### config.mk
export PLATFORM = sky130hd
export DESIGN_NAME = tx_rs232_fifo
export DESIGN_NICKNAME = d
export VERILOG_FILES = /design/src/rtl/tx_rs232_fifo.sv
export SDC_FILE = /design/constraint.sdc
export NUM_CORES = 1
export LEC_CHECK = 0
export ABC_CLOCK_PERIOD_IN_PS = 3900
export CELL_PAD_IN_SITES_DETAIL_PLACEMENT = 1
export CELL_PAD_IN_SITES_GLOBAL_PLACEMENT = 1
export CORE_ASPECT_RATIO = 2
export CORE_MARGIN = 2
export CORE_UTILIZATION = 53
export CTS_CLUSTER_DIAMETER = 200
export CTS_CLUSTER_SIZE = 16
export DETAILED_ROUTE_END_ITERATION = 7
export GPL_TIMING_DRIVEN = 0
export PLACE_DENSITY_LB_ADDON = 0.1
export SLEW_MARGIN = 20
export SYNTH_ARGS = -nofsm -noshare
export SYNTH_HDL_FRONTEND = slang
export SYNTH_SLANG_ARGS = --single-unit
export TNS_END_PERCENT = 100
### constraint.sdc
create_clock -name clk -period 3.9 [get_ports clk]
set_input_delay 1.17 -clock clk [delete_from_list [all_inputs] [get_ports clk]]
set_output_delay 1.17 -clock clk [all_outputs]
set_load 0.01 [all_outputs]
### src/rtl/tx_rs232_fifo.sv
// tx_rs232_fifo: FIFO-buffered RS232 transmitter (start, LSB-first data, stop); define TX_PARITY_EN for an even parity bit
module tx_rs232_fifo #(
    parameter int BAUD_COUNT = 434,
    parameter int DATA_WIDTH = 8,
    parameter int FIFO_DEPTH = 4
) (
    input  logic                        clk,
    input  logic                        reset,
    input  logic [DATA_WIDTH-1:0]       tx_data,
    input  logic                        tx_valid,
    output logic                        tx_ready,
    output logic                        serial_data_out,
    output logic                        transmitting_flag,
    output logic                        frame_done,
    output logic [$clog2(FIFO_DEPTH):0] fifo_count
);
    localparam int AW = $clog2(FIFO_DEPTH);
    localparam int BW = $clog2(BAUD_COUNT);
    localparam int IW = $clog2(DATA_WIDTH);
`ifdef TX_PARITY_EN
    typedef enum logic [2:0] {IDLE, START, DATA, PARITY, STOP} state_t;
`else
    typedef enum logic [1:0] {IDLE, START, DATA, STOP} state_t;
`endif
    state_t state, state_n;
    logic [DATA_WIDTH-1:0] mem [FIFO_DEPTH];
    logic [DATA_WIDTH-1:0] data_q;
    logic [AW-1:0] wr_ptr, rd_ptr;
    logic [AW:0] count_n;
    logic [BW-1:0] cnt, cnt_n;
    logic [IW-1:0] idx, idx_n;
    logic push, pop, last, line_n, done_n;

    assign push    = tx_valid & tx_ready;
    assign last    = cnt == BW'(BAUD_COUNT - 1);
    assign count_n = fifo_count + (AW+1)'(push) - (AW+1)'(pop);

    always_comb begin
        state_n = state;
        cnt_n   = last ? '0 : cnt + 1'b1;
        idx_n   = idx;
        line_n  = serial_data_out;
        done_n  = 1'b0;
        pop     = 1'b0;
        case (state)
            IDLE: begin
                cnt_n = '0;
                if (fifo_count != '0) begin
                    pop     = 1'b1;
                    state_n = START;
                    line_n  = 1'b0;
                end
            end
            START: if (last) begin
                state_n = DATA;
                idx_n   = '0;
                line_n  = data_q[0];
            end
            DATA: if (last) begin
                if (idx == IW'(DATA_WIDTH - 1)) begin
`ifdef TX_PARITY_EN
                    state_n = PARITY;
                    line_n  = ^data_q;
`else
                    state_n = STOP;
                    line_n  = 1'b1;
`endif
                end else begin
                    idx_n  = idx + 1'b1;
                    line_n = data_q[idx_n];
                end
            end
`ifdef TX_PARITY_EN
            PARITY: if (last) begin
                state_n = STOP;
                line_n  = 1'b1;
            end
`endif
            STOP: begin
                // frame_done is registered, so raise it one cycle ahead to land on the final stop cycle
                done_n = cnt == BW'(BAUD_COUNT - 2);
                if (last) begin
                    pop     = fifo_count != '0;
                    state_n = pop ? START : IDLE;
                    line_n  = !pop;
                end
            end
            default: state_n = IDLE;
        endcase
    end

    always_ff @(posedge clk or negedge reset) begin
        if (!reset) begin
            state             <= IDLE;
            cnt               <= '0;
            idx               <= '0;
            data_q            <= '0;
            wr_ptr            <= '0;
            rd_ptr            <= '0;
            fifo_count        <= '0;
            tx_ready          <= 1'b1;
            serial_data_out   <= 1'b1;
            transmitting_flag <= 1'b0;
            frame_done        <= 1'b0;
        end else begin
            state             <= state_n;
            cnt               <= cnt_n;
            idx               <= idx_n;
            serial_data_out   <= line_n;
            frame_done        <= done_n;
            transmitting_flag <= state_n != IDLE;
            fifo_count        <= count_n;
            tx_ready          <= count_n != (AW+1)'(FIFO_DEPTH);
            if (push) wr_ptr <= wr_ptr + 1'b1;
            if (pop) begin
                rd_ptr <= rd_ptr + 1'b1;
                data_q <= mem[rd_ptr];
            end
        end
    end

    always_ff @(posedge clk) if (push) mem[wr_ptr] <= tx_data;
endmodule

==> impl_metrics.csv <==
group,metric,value,unit
global_routing,grt_pass1_wl,9763,um
timing,slew_violations,0,
place,dpl.hpwl,4456,um
logic_synthesis,synth_edf_count,32,
cts,clkSinkCount,65,
logic_synthesis,synth_adder_area_share,7.429,%
timing,max_freq,343.7,MHz
die,core-area,0.005420,mm^2
logic_synthesis,avgSynthCellArea,14.75,um^2
logic_synthesis,ys_warn_count,0,
global_routing,overflow,0,
power,leakagePower,1.350,nW
logic_synthesis,synth-xor-area-share,3.546,%
cts,clock_latency,0.34,ns
timing,finalSetupViolCount,0,
worst_setup_path,worst-endpoint-arrival,3.18,ns
finish,n_antenna_cell,0,
place,io_buffer_count,17,
global_routing,grt_max_degree,34,
timing,worst_pin_slew,0.7995,ns
global_routing,grt.met2_usage,40.80,%
cts,cts_root_buf,"clkbuf_8",
route,routed_wl,5829,um
worst_setup_path,cp_max_fo,5,
logic_synthesis,synth_area,0.002964,mm^2
timing,fin_setup_tns,0,ns
power,vdd_drop_max,0.4225,mV
logic_synthesis,async_flop_share,50.77,%
finish,final_cell_mix,"32 x edfxtp_1, 31 x dfrtp_1, 16 x ha_1, 16 x clkdlybuf4s50_1",
worst_setup_path,path_cells,"clkdlybuf4s50_1, nand2_1, ha_1, inv_1, ha_1, fa_1, xnor2_1, xnor2_1, nand2_1",
run_status,status,"complete, no violations",
global_routing,top_usage_layer,"met2",
cts,tritoncts.num_buffers,9,
cts,clk_pin_slew,0.08,ns
cts,cts_buffer_depth,2,
cts,cts_htree_levels,3,
power,totalPowerFinal,1.764,mW
logic_synthesis,ys_seq_elements,65,
run,maxCapViolCount,0,
timing,rsz0062_at_grt,"false",
worst_setup_path,cp_num_buf_inv,2,
global_routing,grt_usage,21.24,%
logic_synthesis,ys_types,44,
logic_synthesis,yosysSeqAreaShare,60.36,%
die,row_count,38,
global_routing,antenna_found_initial,0,
finish,area_delta_synth_final,15.53,%
global_routing,use_met3,4.471,%
hold_path,hold_path.class,"flip-flop to flip-flop",
worst_setup_path,crit_family,"adder cells",
die,die_width,56.88,um
timing,worst_clock_skew,0.01124,ns
worst_setup_path,worst_path_largest_cell_delay,0.53,ns
place,finalWeightedCongestion,0.8446,
cts,hold_buffers,0,
die,die_y,109.8,um
route,drt_iter0_drc,69,
timing,period_share,74.60,%
cts,post_cts_resized,0,
die,die-area,0.006243,mm^2
logic_synthesis,synth_compound_area_share,5.699,%
finish,fin_nets,257,
die,io-pin-count,18,
logic_synthesis,synth_top_family_by_area,"multiplexers",
finish,layout_commonest_cell,"edfxtp_1",
power,powerDensity,515.0,mW/mm^2
die,initial_utilization,54.69,%
cts,cts_tree,"built",
logic_synthesis,synthMuxAreaShare,11.02,%
route,via_per_inst,6.037,
worst_setup_path,slowest_stage,"clkdlybuf4s50_1",
worst_setup_path,worstSetupPathType,"primary input to flip-flop",
cts,post_cts_buffers,0,
global_routing,first_global_vias,2024,
route,vias,1775,
place,dp.cells,278,
timing,hold_viol_final,0,
global_routing,use_met1,20.05,%
logic_synthesis,syn_inst,201,
finish,stdcell_count,294,
route,antenna_left,0,
worst_setup_path,cp-start-kind,"primary input",
logic_synthesis,synthSimpleGateAreaFrac,9.540,%
logic_synthesis,synth-main-ff-cell,"edfxtp_1",
route,drc,0,
route,wl_per_cell,19.83,um
worst_setup_path,crit_path_end_kind,"flip-flop",
timing,slew_headroom,46.70,%
route,firstDrtPassIters,4,
timing,period_minus_slack,2.909,ns
finish,drive_gt1_share,20.09,%
logic_synthesis,syn_nets,229,
worst_setup_path,required,4.17,ns
[where the power goes]
part | internal [mW] | leakage, nW | switching, mW
sequential | 0.824 | 0.692 | 0.0464
clock | 0.376 | 0.113 | 0.258
combinational | 0.118 | 0.545 | 0.141
total | 1.32 | 1.35 | 0.445
[stage by stage]
step           setup WS (ns)  utilization (%)  hold WS, ns  cell area, um^2
2_1_floorplan          1.336                -       0.4750             2964
3_3_place_gp          0.7290            59.21       0.4854             3209
3_5_place_dp          0.6197            59.12       0.5052             3204
4_1_cts               0.9796            63.18       0.5230             3425
5_1_grt               0.8630            63.18       0.5450             3425
6_report              0.9906            63.18       0.5177             3425
[path summary, 6_finish.rpt]
check                           from         end  slack, ns  depth (start not counted)
setup / recovery            tx_valid    tx_ready       0.99                          9
hold / removal             data_q[3]   data_q[3]       0.52                          1
setup reg to reg              cnt[2]    tx_ready       1.11                         10
hold reg to reg            data_q[3]   data_q[3]       0.52                          1
max in group asynchronous      reset   data_q[7]       2.52                          1
min in group asynchronous      reset  frame_done       0.90                          1
[sequential cells by signal, summed over array words and instances, names as in the netlist]
signal	cells
wr_ptr	2
serial_data_out	1
fifo_count	3
idx	3
transmitting_flag	1
data_q	8
mem	32
state	2
tx_ready	1
cnt	9
frame_done	1
rd_ptr	2
[worst register-to-register path: cells and delay by family, from the launching register on]
family,cells,cell delay [ns]
flip-flops,1,0.46
AND/OR/NAND/NOR,3,0.90
AO/OA/AOI/OAI,1,0.21
buffers and inverters,1,0.04
XOR/XNOR,2,0.35
adder cells (fa/ha/maj),3,0.77
[cell families after synthesis]
group / after synthesis
AND/OR/NAND/NOR: 47
adder cells (fa/ha/maj): 17
buffers and inverters: 18
multiplexers: 20
XOR/XNOR: 12
AO/OA/AOI/OAI: 22
flip-flops: 65
[per-layer routing]
layer	share of wire (%)	vias up
met4	3.7	0
met2	60	36
met1	34	918
met3	2.3	19
met5	0	-
li1	-	802
[final cells by class]
type / instances / area, um^2
Inverter: 13 / 48.80
Timing Repair Buffer: 17 / 165.2
Clock buffer: 11 / 141.4
Sequential cell: 65 / 1789
Fill cell: 520 / 1996
Tap cell: 60 / 75.07
Buffer: 5 / 22.52
Multi-Input combinational cell: 118 / 1104
Clock inverter: 5 / 78.83
[synthesized netlist by cell type (2+ instances only)]
cell type | n | share of area, %
a221oi_1 | 2 | 0.59
o22ai_1 | 2 | 0.42
nand3_1 | 3 | 0.51
clkbuf_1 | 2 | 0.25
nor3_1 | 2 | 0.34
dfrtp_1 | 31 | 26
buf_1 | 2 | 0.25
nand2_1 | 7 | 0.89
a22o_1 | 5 | 1.5
dfstp_2 | 2 | 1.8
xor2_1 | 4 | 1.2
ha_1 | 16 | 6.8
and3_1 | 5 | 1.1
edfxtp_1 | 32 | 32
o21ai_0 | 4 | 0.68
mux4_2 | 9 | 6.8
nand2b_1 | 2 | 0.42
inv_1 | 13 | 1.6
nand4_1 | 3 | 0.63
xnor2_1 | 8 | 2.4
nor2_1 | 13 | 1.6
a21oi_1 | 2 | 0.34
mux2_2 | 11 | 4.2
No activity file was read; power rests on OpenSTA's default activity.
